[config.mk]
export PLATFORM = sky130hd
export DESIGN_NAME = lcd_timing_pipe
export DESIGN_NICKNAME = d
export VERILOG_FILES = /design/src/rtl/lcd_timing_pipe.sv
export SDC_FILE = /design/constraint.sdc
export NUM_CORES = 1
export LEC_CHECK = 0
export ABC_AREA = 1
export BUFFER_PORTS_ARGS = -buffer_cell sky130_fd_sc_hd__buf_4
export CAP_MARGIN = 20
export CORE_UTILIZATION = 45
export DETAILED_ROUTE_END_ITERATION = 7
export PLACE_DENSITY = 0.69
export SLEW_MARGIN = 30
export SYNTH_ARGS = -nofsm -noshare
export SYNTH_HDL_FRONTEND = slang
export SYNTH_SLANG_ARGS = --single-unit
[constraint.sdc]
create_clock -name clk_pix -period 3.4 [get_ports clk_pix]
set_clock_uncertainty 0.05 [all_clocks]
set_input_delay 0.34 -clock clk_pix [delete_from_list [all_inputs] [get_ports clk_pix]]
set_output_delay 0.34 -clock clk_pix [all_outputs]
set_load 0.05 [all_outputs]
[src/rtl/lcd_timing_pipe.sv]
// Parameterised LCD scan generator: issues per-pixel requests (coordinates and
// sprite-window hit/address) and re-aligns HSYNC/VSYNC/DEN to the returned data.
module lcd_timing_pipe #(
  parameter int                 H_BP      = 46,
  parameter int                 H_PULSE   = 1,
  parameter int                 H_DATA    = 800,
  parameter int                 H_FP      = 294,
  parameter int                 V_BP      = 23,
  parameter int                 V_PULSE   = 5,
  parameter int                 V_DATA    = 480,
  parameter int                 V_FP      = 23,
  parameter bit                 SYNC_POL  = 1'b0,
  parameter int                 COLOR_W   = 16,
  parameter int                 WIN_W     = 64,
  parameter int                 WIN_H     = 64,
  parameter int                 PIX_LAT   = 1,
  parameter logic [COLOR_W-1:0] BG_COLOR  = '0,
  parameter bit                 BORDER_EN = 1'b1
) (
  input  logic                                   clk_pix,
  input  logic                                   reset,
  input  logic [15:0]                            win_x_in,
  input  logic [15:0]                            win_y_in,
  input  logic [15:0]                            line_cmp,
  output logic [15:0]                            pix_x,
  output logic [15:0]                            pix_y,
  output logic                                   pix_valid,
  output logic                                   win_hit,
  output logic [$clog2(WIN_W)+$clog2(WIN_H)-1:0] win_addr,
  input  logic [COLOR_W-1:0]                     pix_in,
  output logic                                   LCD_DEN,
  output logic                                   LCD_HSYNC,
  output logic                                   LCD_VSYNC,
  output logic [COLOR_W-1:0]                     LCD_DATA,
  output logic                                   frame_int,
  output logic                                   line_int
);

  localparam int AW_X = $clog2(WIN_W);
  localparam int AW_Y = $clog2(WIN_H);

  localparam logic [15:0] H_TOT  = 16'(H_BP + H_DATA + H_FP);
  localparam logic [15:0] V_TOT  = 16'(V_BP + V_DATA + V_FP);
  localparam logic [15:0] H_VIS0 = 16'(H_BP);
  localparam logic [15:0] H_VIS1 = 16'(H_BP + H_DATA);
  localparam logic [15:0] V_VIS0 = 16'(V_BP);
  localparam logic [15:0] V_VIS1 = 16'(V_BP + V_DATA);
  localparam logic [15:0] H_PW   = 16'(H_PULSE);
  localparam logic [15:0] V_PW   = 16'(V_PULSE);
  localparam logic [15:0] X_LAST = 16'(H_DATA - 1);
  localparam logic [15:0] Y_LAST = 16'(V_DATA - 1);
  localparam logic [15:0] V_LINES = 16'(V_DATA);
  localparam logic [16:0] V_BP_W  = 17'(V_BP);

  localparam logic signed [16:0] WIN_W_S = 17'(WIN_W);
  localparam logic signed [16:0] WIN_H_S = 17'(WIN_H);

  typedef struct packed {
    logic vis;
    logic hs;
    logic vs;
    logic hit;
    logic edge_px;
  } tap_t;

  // ---------------------------------------------------------------------------
  // Scan counters
  // ---------------------------------------------------------------------------
  logic [15:0] h_cnt, v_cnt, h_nxt, v_nxt;
  logic        h_wrap, frame_wrap;

  // NOTE: every combinational output gets a default before any branch, so no
  // path leaves a signal unassigned and no latch is inferred.
  always_comb begin
    h_wrap     = (h_cnt == H_TOT - 16'd1);
    frame_wrap = h_wrap && (v_cnt == V_TOT - 16'd1);
    h_nxt      = h_wrap ? 16'd0 : h_cnt + 16'd1;
    v_nxt      = v_cnt;
    if (h_wrap) begin
      v_nxt = frame_wrap ? 16'd0 : v_cnt + 16'd1;
    end
  end

  // NOTE: state registers use non-blocking assignments so every flop samples
  // the pre-edge values regardless of block ordering.
  always_ff @(posedge clk_pix or posedge reset) begin
    if (reset) begin
      h_cnt <= '0;
      v_cnt <= '0;
    end else begin
      h_cnt <= h_nxt;
      v_cnt <= v_nxt;
    end
  end

  // ---------------------------------------------------------------------------
  // Stage 0: request to the pixel source
  // ---------------------------------------------------------------------------
  logic visible, hsync_raw, vsync_raw, edge_px;

  always_comb begin
    visible   = (h_cnt >= H_VIS0) && (h_cnt < H_VIS1) &&
                (v_cnt >= V_VIS0) && (v_cnt < V_VIS1);
    pix_x     = visible ? h_cnt - H_VIS0 : 16'd0;
    pix_y     = visible ? v_cnt - V_VIS0 : 16'd0;
    pix_valid = visible;
    hsync_raw = (h_cnt < H_PW);
    vsync_raw = (v_cnt < V_PW);
    edge_px   = visible && ((pix_x == 16'd0) || (pix_y == 16'd0) ||
                            (pix_x == X_LAST) || (pix_y == Y_LAST));
  end

  // Window offsets only take effect at frame boundaries to avoid tearing.
  logic [15:0] wx_q, wy_q;

  always_ff @(posedge clk_pix or posedge reset) begin
    if (reset) begin
      wx_q <= '0;
      wy_q <= '0;
    end else if (frame_wrap) begin
      wx_q <= win_x_in;
      wy_q <= win_y_in;
    end
  end

  // 17-bit signed compares keep offsets near 16'h7FFF from wrapping into view.
  logic signed [16:0] x_s, y_s, wx_s, wy_s;
  logic [AW_X-1:0]    dx;
  logic [AW_Y-1:0]    dy;

  always_comb begin
    x_s     = $signed({1'b0, pix_x});
    y_s     = $signed({1'b0, pix_y});
    wx_s    = $signed({wx_q[15], wx_q});
    wy_s    = $signed({wy_q[15], wy_q});
    dx      = pix_x[AW_X-1:0] - wx_q[AW_X-1:0];
    dy      = pix_y[AW_Y-1:0] - wy_q[AW_Y-1:0];
    win_hit = visible &&
              (x_s >= wx_s) && (x_s < wx_s + WIN_W_S) &&
              (y_s >= wy_s) && (y_s < wy_s + WIN_H_S);
    win_addr = win_hit ? {dy, dx} : '0;
  end

  // ---------------------------------------------------------------------------
  // Interrupts, timed to coincide with the counter state they describe
  // ---------------------------------------------------------------------------
  logic        line_hit;
  logic [16:0] line_tgt;

  always_comb begin
    line_tgt = V_BP_W + {1'b0, line_cmp};
    line_hit = (line_cmp < V_LINES) && (h_nxt == 16'd0) &&
               ({1'b0, v_nxt} == line_tgt);
  end

  always_ff @(posedge clk_pix or posedge reset) begin
    if (reset) begin
      frame_int <= 1'b0;
      line_int  <= 1'b0;
    end else begin
      frame_int <= frame_wrap;
      line_int  <= line_hit;
    end
  end

  // ---------------------------------------------------------------------------
  // Alignment delay line, matched to the pixel source latency
  // ---------------------------------------------------------------------------
  tap_t tap_s0, tap_al;

  assign tap_s0 = {visible, hsync_raw, vsync_raw, win_hit, edge_px};

  generate
    if (PIX_LAT == 0) begin : g_no_dly
      assign tap_al = tap_s0;
    end else begin : g_dly
      tap_t dly_q [PIX_LAT];

      // NOTE: this array is a flop chain, not a RAM, so it is reset; otherwise
      // stale sync/DEN bits would reach the pins right after reset release.
      always_ff @(posedge clk_pix or posedge reset) begin
        if (reset) begin
          for (int i = 0; i < PIX_LAT; i++) dly_q[i] <= '0;
        end else begin
          dly_q[0] <= tap_s0;
          for (int i = 1; i < PIX_LAT; i++) dly_q[i] <= dly_q[i-1];
        end
      end

      assign tap_al = dly_q[PIX_LAT-1];
    end
  endgenerate

  // ---------------------------------------------------------------------------
  // Panel output register
  // ---------------------------------------------------------------------------
  always_ff @(posedge clk_pix or posedge reset) begin
    if (reset) begin
      LCD_DEN   <= 1'b0;
      LCD_HSYNC <= ~SYNC_POL;
      LCD_VSYNC <= ~SYNC_POL;
      LCD_DATA  <= '0;
    end else begin
      LCD_DEN   <= tap_al.vis;
      LCD_HSYNC <= tap_al.hs ? SYNC_POL : ~SYNC_POL;
      LCD_VSYNC <= tap_al.vs ? SYNC_POL : ~SYNC_POL;
      if (!tap_al.vis) begin
        LCD_DATA <= '0;
      end else if (BORDER_EN && tap_al.edge_px) begin
        LCD_DATA <= '1;
      end else if (tap_al.hit) begin
        LCD_DATA <= pix_in;
      end else begin
        LCD_DATA <= BG_COLOR;
      end
    end
  end

endmodule

# --- After elaboration in Yosys (flattened, before gate mapping) ---
# Cells that the tools add are included.
word_totals:
  output_inout_bits: 67
  in_bits: 66
  regBits: 90
op_classes:
  n_eq_ne: 5
  reduce_logical: 17
  n_lt_le_gt_ge: 11
  add_sub_neg: 9
  muxes: 11
ops:
  columns: ["operator", "count"]
  rows:
  - ["2-to-1 mux 16 bit", 8]
  - ["zero test 16 bit", 3]
  - ["adder 16 x 8 -> 17 bit, second input constant", 2]
  - [">= comparator 17 x 16 -> 1 bit", 2]
  - ["less-than comparator 17 bit", 2]
  - ["adder 16 x 1 -> 16 bit, second input constant", 2]
  - ["equality test 16 x 10 -> 1 bit, second input constant", 2]
  - ["less-than comparator 16 x 9 -> 1 bit, second input constant", 2]
  - ["adder 5 x 16 -> 17 bit, first input constant", 1]
  - ["equality test 16 x 17 -> 1 bit", 1]
  - ["equality test 16 x 11 -> 1 bit, second input constant", 1]
  - ["equality test 16 x 9 -> 1 bit, second input constant", 1]
  - [">= comparator 16 x 5 -> 1 bit, second input constant", 1]
  - [">= comparator 16 x 6 -> 1 bit, second input constant", 1]
  - ["less-than comparator 16 x 1 -> 1 bit, second input constant", 1]
  - ["less-than comparator 16 x 10 -> 1 bit, second input constant", 1]
  - ["less-than comparator 16 x 3 -> 1 bit, second input constant", 1]
  - ["subtractor 16 x 5 -> 16 bit, second input constant", 1]
  - ["subtractor 16 x 6 -> 16 bit, second input constant", 1]
  - ["2-to-1 mux 12 bit", 1]
  - ["subtractor 6 bit", 2]
  - ["logical AND 1 bit", 11]
  - ["logical OR 1 bit", 3]
  - ["2-to-1 mux 1 bit", 2]

# --- Logic depth before layout (Yosys ltp) ---
# Gate-level depths: netlist (run 1).
depth:
  depth_word: 11
  depth_mapped: 26

# --- Worst setup path before layout (run 1) ---
# Ideal clock, no wire load.
synth_path:
  kind: "register to output"
  start: "reg v_cnt[0]"
  end: "out win_addr[1]"
  stages_incl_launch_ff: 22
  path_buffers: 1
  slack_ps: -2007
  arrival_time_ps: 5017
  cell_sequence: "dfrtp_1 -> ha_1 -> nand2_1 -> nand2_1 -> nand3_1 -> nand2_1 -> nor2_1 -> nand3_2 -> buf_4 -> nor3_1 -> ha_1 -> nand2_1 -> nor2_1 -> nor2_1 -> nor2_1 -> o21ai_0 -> nand3_1 -> nand2_1 -> inv_1 -> nor2_1 -> nand2_1 -> nor3b_1"
synth_between:
  elab_chain_len: 10
  word_cells_on_any_way: 17
  classes_between: "add/sub (2); order compare (6); mux (3); reduce/logical (6)"
synth_lines:
  columns: ["element", "line", "rtl"]
  rows:
  - ["from (decl)", "69", "logic [15:0] h_cnt, v_cnt, h_nxt, v_nxt;"]
  - ["from (signal assigned)", "92", "v_cnt <= v_nxt;"]
  - [">= comparator 16 x 5 -> 1 bit", "103", "(v_cnt >= V_VIS0) && (v_cnt < V_VIS1);"]
  - ["logical AND 1 bit", "102", "visible = (h_cnt >= H_VIS0) && (h_cnt < H_VIS1) &&"]
  - ["logical AND 1 bit (*)", "103", null]
  - ["2-to-1 mux 16 bit (*)", "104", "pix_x = visible ? h_cnt - H_VIS0 : 16'd0;"]
  - ["via pix_x[3]", "25", "output logic [15:0] pix_x,"]
  - [">= comparator 17 x 16 -> 1 bit", "139", "(x_s >= wx_s) && (x_s < wx_s + WIN_W_S) &&"]
  - ["logical AND 1 bit", "138", "win_hit = visible &&"]
  - ["logical AND 1 bit (*) (2 in series)", "139", null]
  - ["logical AND 1 bit (*)", "140", "(y_s >= wy_s) && (y_s < wy_s + WIN_H_S);"]
  - ["2-to-1 mux 12 bit (*)", "141", "win_addr = win_hit ? {dy, dx} : '0;"]
  - ["to (decl)", "29", "output logic [$clog2(WIN_W)+$clog2(WIN_H)-1:0] win_addr,"]
# Mark *: on every way through the listed nets, which the timed path passes. The rest lies on a longest branch.

# --- Final worst setup path (run 1) ---
layout_path:
  start: "reg h_cnt[4]"
  end: "out win_addr[7]"
layout_between:
  elab_chain_len: 11
  word_cells_on_any_way: 18
  classes_between: "add/sub (2); order compare (6); mux (3); reduce/logical (7)"
layout_lines:
  columns: ["element", "line", "rtl"]
  rows:
  - ["from (decl)", "69", null]
  - ["from (signal assigned)", "91", "h_cnt <= h_nxt;"]
  - [">= comparator 16 x 6 -> 1 bit / less-than comparator 16 x 10 -> 1 bit (equally long branches)", "102", null]
  - ["logical AND 1 bit (2 in series)", "102", null]
  - ["logical AND 1 bit", "103", null]
  - ["2-to-1 mux 16 bit", "104", null]
  - [">= comparator 17 x 16 -> 1 bit", "139", null]
  - ["logical AND 1 bit", "138", null]
  - ["logical AND 1 bit (2 in series)", "139", null]
  - ["logical AND 1 bit", "140", null]
  - ["2-to-1 mux 12 bit (*)", "141", null]
# Mark *: on every way between the ends. The rest lies on a longest branch, timed or not.

==> run summary, run 1 <==
DR vias = 8,272
Post-Route M1 WL = 10,500 um
global-route wire length before repair = 37,700 um
Die ar. = 17,700 um2
setup TNS = -8.68 ns
placed inst area = 10,500 um2
RSZ-0062 raised after global routing = true
post-layout instance area = 11,300 um2
CTS tree = done
Period Utilization, post-route = 121%
crit end category = output port
Setup crit start kind = flop
IO buf count = 129
number of remaining DRC errors = 0
CTS H-tree depth = 3
die width = 133 um
met2 WL = 11,500 um
Total Nets Final = 1,570
Routed met3 length = 1000 um
post-synth top area cell = dfrtp_1
worst min path class = primary input to asynchronous set/reset pin
slowest cell on the critical path = dfrtp_1
Total Wirelength = 23,700 um
Worst Tran Pin Value = 0.700 ns
synthesized area = 7710 um2
row count = 47
GRT overflow = 0
WP data arrival = 3.73 ns
Flop pwr share = 45.5%
post-layout util = 67.7%
CTS sink cnt = 90
cell count of the worst reg-to-reg path = 22
worst setup path category = flop to output port
Worst R2R Start = h_cnt[4]
largest cells by area after synthesis = dfrtp_1, nand2_1, ha_1
switching share of total power = 22.8%
pwr dens = 209 nW/um2
FF-to-FF setup slack = 0.16 ns
sequential share of the synthesized area = 29.2%
Crit path max-delay family = simple AND/OR/NAND/NOR gates
crit-path max cell delay = 0.42 ns
max cap viols = 0
CP required = 3.01 ns
worst skew pair latency = 0.35 ns
Avg Cell Area, Syn = 6.74 um2
uppermost routed layer = met4
drt first pass iters = 6
Clk network pwr share = 46.8%
Slew Limit Fails = 0
internal power = 1.81 mW
Total GRT Usage = 26.7%
placed cell count = 1,633
die height = 133 um
CTS max path bufs = 2
DR iter-0 viols = 392
Final Hold Fails = 0
worst path buffer plus inverter count = 5
Fmax achieved = 243 MHz
Comb pwr share = 7.6%
FILL cells = 1,405
Max IR drop VDD = 0.000246 V
Fin Hold WS = 0.0535 ns
Hold Buf Count CTS = 0
Reg2Reg Capture Point = g_dly.dly_q[1]
Starting Density = 46.3%
number of vias per cell = 4.97
Core Box Area = 16,600 um2
HPWL after detailed placement = 18,500 um
final cell count without fillers = 1,663
CP Max Fanout = 7
root buffer cell = clkbuf_16
Yosys warning count = 0
DR WL/cell = 14.3 um
RePlAce Congestion = 0.928
pin count of the biggest net entering global routing = 64
n_diodes = 0
vias in the first global route = 7,859
Pwr Total = 2.35 mW
#FFs+latches synth = 90
Final ANT Viol Nets = 0
distinct cell type count after synthesis = 38
Final setup violation count = 13
slew margin rel. = 53.4%
post-layout min period = 4.12 ns
register clock-pin slew on the reported worst setup and hold paths = 0.06 ns
P&R area growth vs syn = 46.2%
# IOs = 133
fraction of layout cells with a size suffix above 1 = 31.3%
share of the synthesized area in the top cell type = 28.6%
CP Cell Sequence = nor2_1 > nand3_1 > nand2_1 > nand2_2 > nor2_4 > nand3_4 > buf_12 > buf_6 > nor2_4 > ha_4 > nand2_2 > nor2_1 > nor2_1 > nand2_1 > o21ai_2 > nand3_1 > nand2_1 > inv_2 > nor2_4 > nand2_4 > buf_12 > nor3b_4 > buf_6
failing checks = negative setup slack
Lkg Pwr = 6.04 nW
final worst slack = -0.719 ns
Post-Place Worst Slack = -0.273 ns
TritonCTS Buffers = 9
outcome = finished, violations left
initial antenna violation count = 0
Net Sw Power = 0.537 mW
Syn Inst Count = 1,144
repair_timing:
item | in CTS | in global routing
setup buffers | 4 | 7
setup endpoints to repair | 13 | 14
resized for setup | 22 | 53
pin swaps | 2 | 25
gates cloned | 1 | 2
Yosys cell counts, drive strengths merged:
library cell / n
nand2: 304
inv: 159
nor2: 155
nand3: 104
dfrtp: 88
ha: 64
o21ai: 60
xor2: 45
a21oi: 40
nor3: 32
buf: 24
nand4: 22
xnor2: 10
clkbuf: 6
a31oi: 5
nor3b: 5
a211oi: 3
o21bai: 3
or2: 3
dfstp: 2
fa: 2
nor4: 2
and2: 1
conb: 1
nand3b: 1
o211ai: 1
o31ai: 1
o41ai: 1
power by group through the flow:
stage	clock network (mW)	logic (mW)	registers (mW)
floorplan	0	0.0903	1.09
global placement	0	0.178	1.09
detailed placement	0	0.180	1.09
CTS	1.11	0.181	1.07
global route	1.16	0.202	1.07
finish	1.10	0.180	1.07
logic make-up after synthesis:
family | Yosys count | share of synthesized area [%]
buffers and inverters | 189 | 10.0
and+or+nand+nor | 629 | 35.7
AOI/OAI and AO/OA | 114 | 7.79
other | 1 | 0.0486
xor gates and xnor gates | 55 | 6.25
DFF | 90 | 29.2
adders and majority gates | 66 | 10.9
sequential cells by signal (all words and copies together), names as in the netlist:
signal,count
wx_q,16
v_cnt,16
g_dly.dly_q,5
LCD_DATA,16
LCD_DEN,1
frame_int,1
h_cnt,16
wy_q,16
line_int,1
LCD_HSYNC,1
LCD_VSYNC,1
placed cells by master (no fill, tap or decap), drive strengths merged, types with 13 or more instances in the layout:
master	synthesis	layout
nand3	104	104
nor2	155	155
a21oi	40	40
inv	159	158
buf	24	303
o21ai	60	60
dfrtp	88	88
nand4	22	22
nor3	32	32
ha	64	64
nand2	304	304
clkbuf	6	13
xor2	45	45
worst max path at each step:
stage	startpoint	endpoint	slack, ns	cells past startpoint
6_report	h_cnt[4]	win_addr[7]	-0.72	23
5_1_grt	h_cnt[4]	win_addr[7]	-0.87	23
4_1_cts	v_cnt[1]	win_addr[1]	-0.62	22
3_5_place_dp	h_cnt[14]	win_addr[1]	-0.27	22
3_3_place_gp	h_cnt[14]	win_addr[1]	-0.23	22
2_1_floorplan	v_cnt[0]	win_addr[10]	-0.63	19
routing by layer:
layer / track usage [%] / up-vias
li1: - / 4238
met1: 35.0 / 3789
met2: 45.2 / 202
met3: 3.10 / 43
met4: 9.96 / 0
met5: 0 / -
layout make-up:
type	count	area, um2	share of cell area, %
clock buffers	11	243	2.15
clock inverters	5	77.6	0.688
inverters	159	603	5.35
multi-input cells	873	5320	47.2
flip-flops and latches	90	2260	20.0
well taps	220	275	2.44
repair buffers	305	2490	22.1
worst reg2reg max path, delay by kind of cell, from the launching register on:
kind,cells,cell delay (ns)
and+or+nand+nor,16,1.79
buffers and inverters,4,0.55
DFF,1,0.42
adders and majority gates,1,0.24
AOI/OAI and AO/OA,1,0.15
No activity file was read; power rests on OpenSTA's default activity.
==> run 2: changes to the inputs <==
==> constraint.sdc (replaced) <==
create_clock -name clk_pix -period 3.4 [get_ports clk_pix]
set_clock_uncertainty 0.05 [all_clocks]
set_input_delay 1.02 -clock clk_pix [delete_from_list [all_inputs] [get_ports clk_pix]]
set_output_delay 1.02 -clock clk_pix [all_outputs]
set_load 0.05 [all_outputs]
==> run 2 against run 1 <==
Net effect: the run still ends with negative setup slack left; clock power fell by 12%; fmax fell by 14%; cell count rose by 4.1%; flip-flop and latch count did not move; routed wire length rose by 7.6%; non-clock buffer count rose by 69; first-iteration DRC count rose by 52%; hold slack improved by 0.25 ns; register-to-register slack got worse by 0.14 ns; largest power group is now sequential cells.
==> run summary, run 2 (same netlist as run 1, synthesis figures left out) <==
Die ar. = 17,700 um2 (unchanged)
CTS max path bufs = 2 (unchanged)
final worst slack = -1.42 ns (-0.698 ns)
root buffer cell = clkbuf_16
Max IR drop VDD = 0.000263 V (+6.9%)
post-layout min period = 4.82 ns (+0.698 ns)
die height = 133 um (unchanged)
worst path buffer plus inverter count = 6 (+1)
placed inst area = 10,900 um2 (+3.5%)
number of vias per cell = 5.07 (+1.8%)
DR iter-0 viols = 594 (+52%)
slowest cell on the critical path = dfrtp_2
number of remaining DRC errors = 0 (unchanged)
Period Utilization, post-route = 142% (+21 points)
crit end category = output port
commonest cells after routing, fill and taps aside = buf_4, nand2_1, inv_1
register clock-pin slew on the reported worst setup and hold paths = 0.07 ns (about the same)
Starting Density = 46.3% (unchanged)
fraction of layout cells with a size suffix above 1 = 35.7% (+4.4 points)
Final ANT Viol Nets = 0 (unchanged)
Slew Limit Fails = 0 (unchanged)
CP required = 2.33 ns (-0.68 ns)
global-route wire length before repair = 40,600 um (+7.6%)
CTS H-tree depth = 3 (unchanged)
Lkg Pwr = 6.44 nW (+6.7%)
Crit path max-delay family = simple AND/OR/NAND/NOR gates
die width = 133 um (unchanged)
CTS sink cnt = 90 (unchanged)
P&R area growth vs syn = 57.4%
CP Max Fanout = 6 (-1)
max cap viols = 0 (unchanged)
Final setup violation count = 17 (+4)
TritonCTS Buffers = 9 (unchanged)
failing checks = negative setup slack
DR vias = 8,774 (+6.1%)
row count = 47 (unchanged)
pin count of the biggest net entering global routing = 64 (unchanged)
HPWL after detailed placement = 19,100 um (+3.2%)
worst setup path category = flop to output port
Setup crit start kind = flop
Hold Buf Count CTS = 0 (unchanged)
n_diodes = 0 (unchanged)
Most Frequent Cell on Critical Path = nand2_1
slew margin rel. = 56.4% (+3.0 points)
Total Wirelength = 25,500 um (+7.6%)
commonest non-fill, non-tap cell in the layout = buf_4
RePlAce Congestion = 0.940 (+1.3%)
initial antenna violation count = 0 (unchanged)
worst skew pair latency = 0.35 ns (about the same)
pwr dens = 183 nW/um2 (-12%)
final cell count without fillers = 1,732 (+4.1%)
Fmax achieved = 208 MHz (-14%)
drt first pass iters = 5 (-1)
Fin Hold WS = 0.302 ns (+0.248 ns)
DR WL/cell = 14.7 um (+3.3%)
crit-path max cell delay = 0.45 ns (+0.03 ns)
Total GRT Usage = 28.8% (+2.0 points)
post-layout instance area = 12,100 um2 (+7.7%)
Worst Tran Pin Value = 0.653 ns (-0.0463 ns)
Final Hold Fails = 0 (unchanged)
worst min path class = flop to flop
GRT overflow = 0 (unchanged)
RSZ-0062 raised after global routing = true
# IOs = 133 (unchanged)
IO buf count = 129 (unchanged)
CTS tree = done
vias in the first global route = 8,553 (+8.8%)
Core Box Area = 16,600 um2 (unchanged)
placed cell count = 1,682 (+3.0%)
outcome = finished, violations left
WP data arrival = 3.75 ns (+0.02 ns)
Total Nets Final = 1,639 (+4.4%)
## run 2: power by group
part	internal, mW	switching (mW)	total, mW
clock network	0.517	0.453	0.970
logic	0.0825	0.101	0.183
registers	1.07	0	1.07
## run 2: layout make-up
class | count | area [um2]
multi-input cells | 873 | 5510
fillers | 1290 | 4500
repair buffers | 374 | 3200
flip-flops and latches | 90 | 2260
inverters | 159 | 609
well taps | 220 | 275
clock buffers | 10 | 239
clock inverters | 6 | 40.0
## run 2: repair_timing
action | 4_1_cts | 5_1_grt
gates cloned | 2 | 1
setup endpoints to repair | 20 | 34
resized for setup | 74 | 95
pin swaps | 24 | 56
setup buffers | 15 | 19
## run 2: final timing paths
check	from	end	slack, ns	depth (start not counted)
worst max register to register	h_cnt[14]	g_dly.dly_q[1]	0.02	24
worst max-delay path	h_cnt[1]	win_addr[10]	-1.42	25
min in group asynchronous	reset	LCD_DATA[5]	0.71	2
worst min-delay path	g_dly.dly_q[2]	LCD_VSYNC	0.30	1
worst min register to register	g_dly.dly_q[2]	LCD_VSYNC	0.30	1
max in group asynchronous	reset	LCD_VSYNC	1.80	3
## run 2: metal layers
layer / track usage, % / routed length (um) / up-vias / share of wire (%)
li1: - / - / 4372 / -
met1: 35.6 / 10700 / 4027 / 42
met2: 49.5 / 12400 / 303 / 49
met3: 3.56 / 1270 / 72 / 5.0
met4: 13.8 / 1160 / 0 / 4.5
met5: 0 / 0 / - / 0
## run 2: per-stage QoR
| step | TNS, ns | setup slack (ns) | total power, mW | util [%] |
|---|---|---|---|---|
| global placement | -11.29 | -0.902 | 1.26 | 65.2 |
| CTS | -16.38 | -1.30 | 2.24 | 69.7 |
| detailed placement | -11.85 | -0.960 | 1.27 | 65.2 |
| finish | -18.09 | -1.42 | 2.22 | 72.9 |
| floorplan | -16.61 | -1.31 | 1.18 | - |
| global route | -22.90 | -1.63 | 2.31 | 72.9 |
## run 2: worst register-to-register path, stage by stage (launching register included)
cell       delay [ns]
dfrtp_1          0.41
nor2_4           0.14
nand2_2          0.09
buf_6            0.13
nor3_4           0.19
nand3_2          0.14
nand3_4          0.18
buf_6            0.13
clkbuf_16        0.15
nor2_4           0.05
ha_4             0.29
nand2_4          0.06
nor2_4           0.09
nand2_1          0.07
nand3_2          0.07
nand2_1          0.05
and2_1           0.16
o21ai_1          0.16
nand2_1          0.09
nand2_1          0.08
nand2_2          0.06
nand3_4          0.10
buf_12           0.16
nor2_4           0.05
buf_4            0.12
==> run 3: changes to the inputs <==
--- a/config.mk
+++ b/config.mk
@@ -8,9 +8,9 @@
 export ABC_AREA = 1
 export BUFFER_PORTS_ARGS = -buffer_cell sky130_fd_sc_hd__buf_4
 export CAP_MARGIN = 20
-export CORE_UTILIZATION = 45
+export CORE_UTILIZATION = 40
 export DETAILED_ROUTE_END_ITERATION = 7
-export PLACE_DENSITY = 0.69
+export GPL_TIMING_DRIVEN = 0
 export SLEW_MARGIN = 30
 export SYNTH_ARGS = -nofsm -noshare
 export SYNTH_HDL_FRONTEND = slang
==> run 3 against run 2 <==
Net effect: the flow still finishes with violations (negative setup slack); fmax rose by 0.61%; critical endpoint is now win_addr[1]; flip-flop and latch count unchanged; register-to-register slack gained 0.11 ns; core utilization is 13 points lower; critical path depth decreased by 3; global-route usage is 4.4 points lower; largest power group unchanged; via count is 8.5% lower; die area grew 12%.
==> run summary, run 3 (same netlist as run 1, synthesis figures left out) <==
Die ar. = 19,800 um2 (+12%)
placed cell count = 1,544 (-8.2%)
placed inst area = 9500 um2 (-12%)
n_diodes = 0 (unchanged)
number of remaining DRC errors = 0 (unchanged)
Setup crit start kind = flop
Lkg Pwr = 5.87 nW (-8.8%)
TritonCTS Buffers = 9 (unchanged)
root buffer cell = clkbuf_16
Total GRT Usage = 24.4% (-4.4 points)
number of vias per cell = 4.89 (-3.5%)
HPWL after detailed placement = 18,200 um (-4.8%)
IO buf count = 129 (unchanged)
post-layout instance area = 11,300 um2 (-6.6%)
final cell count without fillers = 1,643 (-5.1%)
CTS max path bufs = 2 (unchanged)
Period Utilization, post-route = 141% (-0.86 points)
Total Nets Final = 1,510 (-7.9%)
max cap viols = 0 (unchanged)
Starting Density = 41.0% (-5.4 points)
# IOs = 133 (unchanged)
commonest non-fill, non-tap cell in the layout = nand2_1
Worst Tran Pin Value = 0.645 ns (-0.00798 ns)
slew margin rel. = 56.7% (+0.39 points)
RePlAce Congestion = 0.886 (-5.8%)
DR vias = 8,031 (-8.5%)
CP required = 2.33 ns (about the same)
Total Wirelength = 24,100 um (-5.7%)
Slew Limit Fails = 0 (unchanged)
outcome = finished, violations left
worst skew pair latency = 0.36 ns (about the same)
Max IR drop VDD = 0.000232 V (-12%)
register clock-pin slew on the reported worst setup and hold paths = 0.07 ns (about the same)
post-layout min period = 4.79 ns (-0.0291 ns)
fraction of layout cells with a size suffix above 1 = 32.0% (-3.8 points)
die height = 141 um (+6.0%)
commonest cells after routing, fill and taps aside = nand2_1, buf_4, inv_1
global-route wire length before repair = 37,800 um (-6.8%)
GRT overflow = 0 (unchanged)
FILL cells = 1,779 (+38%)
vias in the first global route = 7,589 (-11%)
Final ANT Viol Nets = 0 (unchanged)
final worst slack = -1.39 ns (+0.0291 ns)
RSZ-0062 raised after global routing = true
Final setup violation count = 16 (-1)
failing checks = negative setup slack
CTS sink cnt = 90 (unchanged)
worst setup path category = flop to output port
P&R area growth vs syn = 47.1%
CP Max Fanout = 8 (+2)
crit end category = output port
pin count of the biggest net entering global routing = 27 (-58%)
drt first pass iters = 5 (unchanged)
die width = 141 um (+6.0%)
pwr dens = 206 nW/um2 (+13%)
DR WL/cell = 14.7 um (-0.58%)
initial antenna violation count = 0 (unchanged)
Core Box Area = 18,800 um2 (+13%)
CTS H-tree depth = 3 (unchanged)
WP data arrival = 3.72 ns (-0.03 ns)
Hold Buf Count CTS = 0 (unchanged)
Fmax achieved = 209 MHz (+0.61%)
CTS tree = done
Final Hold Fails = 0 (unchanged)
worst min path class = flop to flop
DR iter-0 viols = 462 (-22%)
row count = 50 (+6.4%)
## run 3: cell types whose count changed in the layout (fill, tap and decap cells not counted), moves of 4 or more
| cell | before | now |
|---|---|---|
| buf_8 | 17 | 10 |
| buf_4 | 312 | 169 |
| nor2_1 | 114 | 110 |
| nor2_4 | 27 | 32 |
| dfrtp_1 | 82 | 69 |
| nand2_1 | 278 | 267 |
| buf_2 | 0 | 8 |
| nand2_2 | 20 | 30 |
| clkbuf_1 | 0 | 6 |
| inv_1 | 150 | 145 |
| dfrtp_2 | 6 | 19 |
## run 3: metrics by stage
step                      TNS (ns)  power, mW  utilization (%)  hold slack (ns)  worst slack (ns)
final                       -17.49       2.34             60.2            0.304             -1.39
after global routing        -21.00       2.43             60.2            0.333             -1.62
after CTS                   -17.32       2.36             57.3            0.303             -1.37
after detailed placement    -20.99       1.28             50.5            0.294             -1.63
after global placement      -21.22       1.27             50.2            0.291             -1.64
after floorplan             -16.61       1.18                -            0.287             -1.31
## run 3: per-layer routing
metal | wire length [um] | share of wire [%] | vias up | global-route usage [%]
li1 | - | - | 4127 | -
met5 | 0 | 0 | - | 0
met4 | 527 | 2.2 | 0 | 9.15
met1 | 10900 | 45 | 3703 | 31.0
met2 | 11800 | 49 | 169 | 42.4
met3 | 879 | 3.6 | 32 | 2.79
## run 3: path summary, 6_finish.rpt
check                                  to  cells past startpoint  slack (ns)           start
setup / recovery              win_addr[1]                     22       -1.39        h_cnt[4]
hold / removal                  LCD_VSYNC                      1        0.30  g_dly.dly_q[2]
setup reg to reg           g_dly.dly_q[1]                     21        0.13        h_cnt[4]
hold reg to reg                 LCD_VSYNC                      1        0.30  g_dly.dly_q[2]
max in group asynchronous       LCD_VSYNC                      3        2.11           reset
min in group asynchronous        wx_q[10]                      2        0.63           reset
## run 3: area by class of cell
type | instances | area [um2] | area share (%)
clock inverters | 7 | 81.3 | 0.717
repair buffers | 217 | 1990 | 17.5
plain buffers | 28 | 256 | 2.26
inverters | 159 | 614 | 5.42
well taps | 260 | 325 | 2.87
clock buffers | 9 | 225 | 1.99
multi-input cells | 873 | 5570 | 49.2
flip-flops and latches | 90 | 2280 | 20.1
## run 3: what timing repair did
item | in CTS | in global routing
gates resized for setup | 131 | 76
setup buffers | 55 | 28
endpoints found under the hold margin | 0 | 0
cloned | 3 | 1
setup endpoints to repair | 41 | 34
pin swaps | 48 | 44
## run 3: worst max-delay path: stages, from the launching register on
cell and delay, ns:
dfrtp_2 0.45, nor2_2 0.14, nand3_1 0.10, nand2_1 0.12, nand2_2 0.08, nor2_4 0.13, nand3_4 0.10, buf_12 0.17
nor3_4 0.31, ha_4 0.28, nand2_2 0.07, nor2_1 0.05, nor2_1 0.13, nor2_1 0.07, o21ai_2 0.14, nand3_1 0.09
nand2_1 0.07, inv_1 0.05, nor2_2 0.14, nand2_4 0.10, buf_4 0.15, nor3b_4 0.23, buf_6 0.19
## run 3: power by group
part           switching, mW  internal (mW)  leakage [nW]
Combinational          0.105         0.0954          4.68
Clock                  0.487          0.585         0.153
Sequential                 0           1.07          1.04
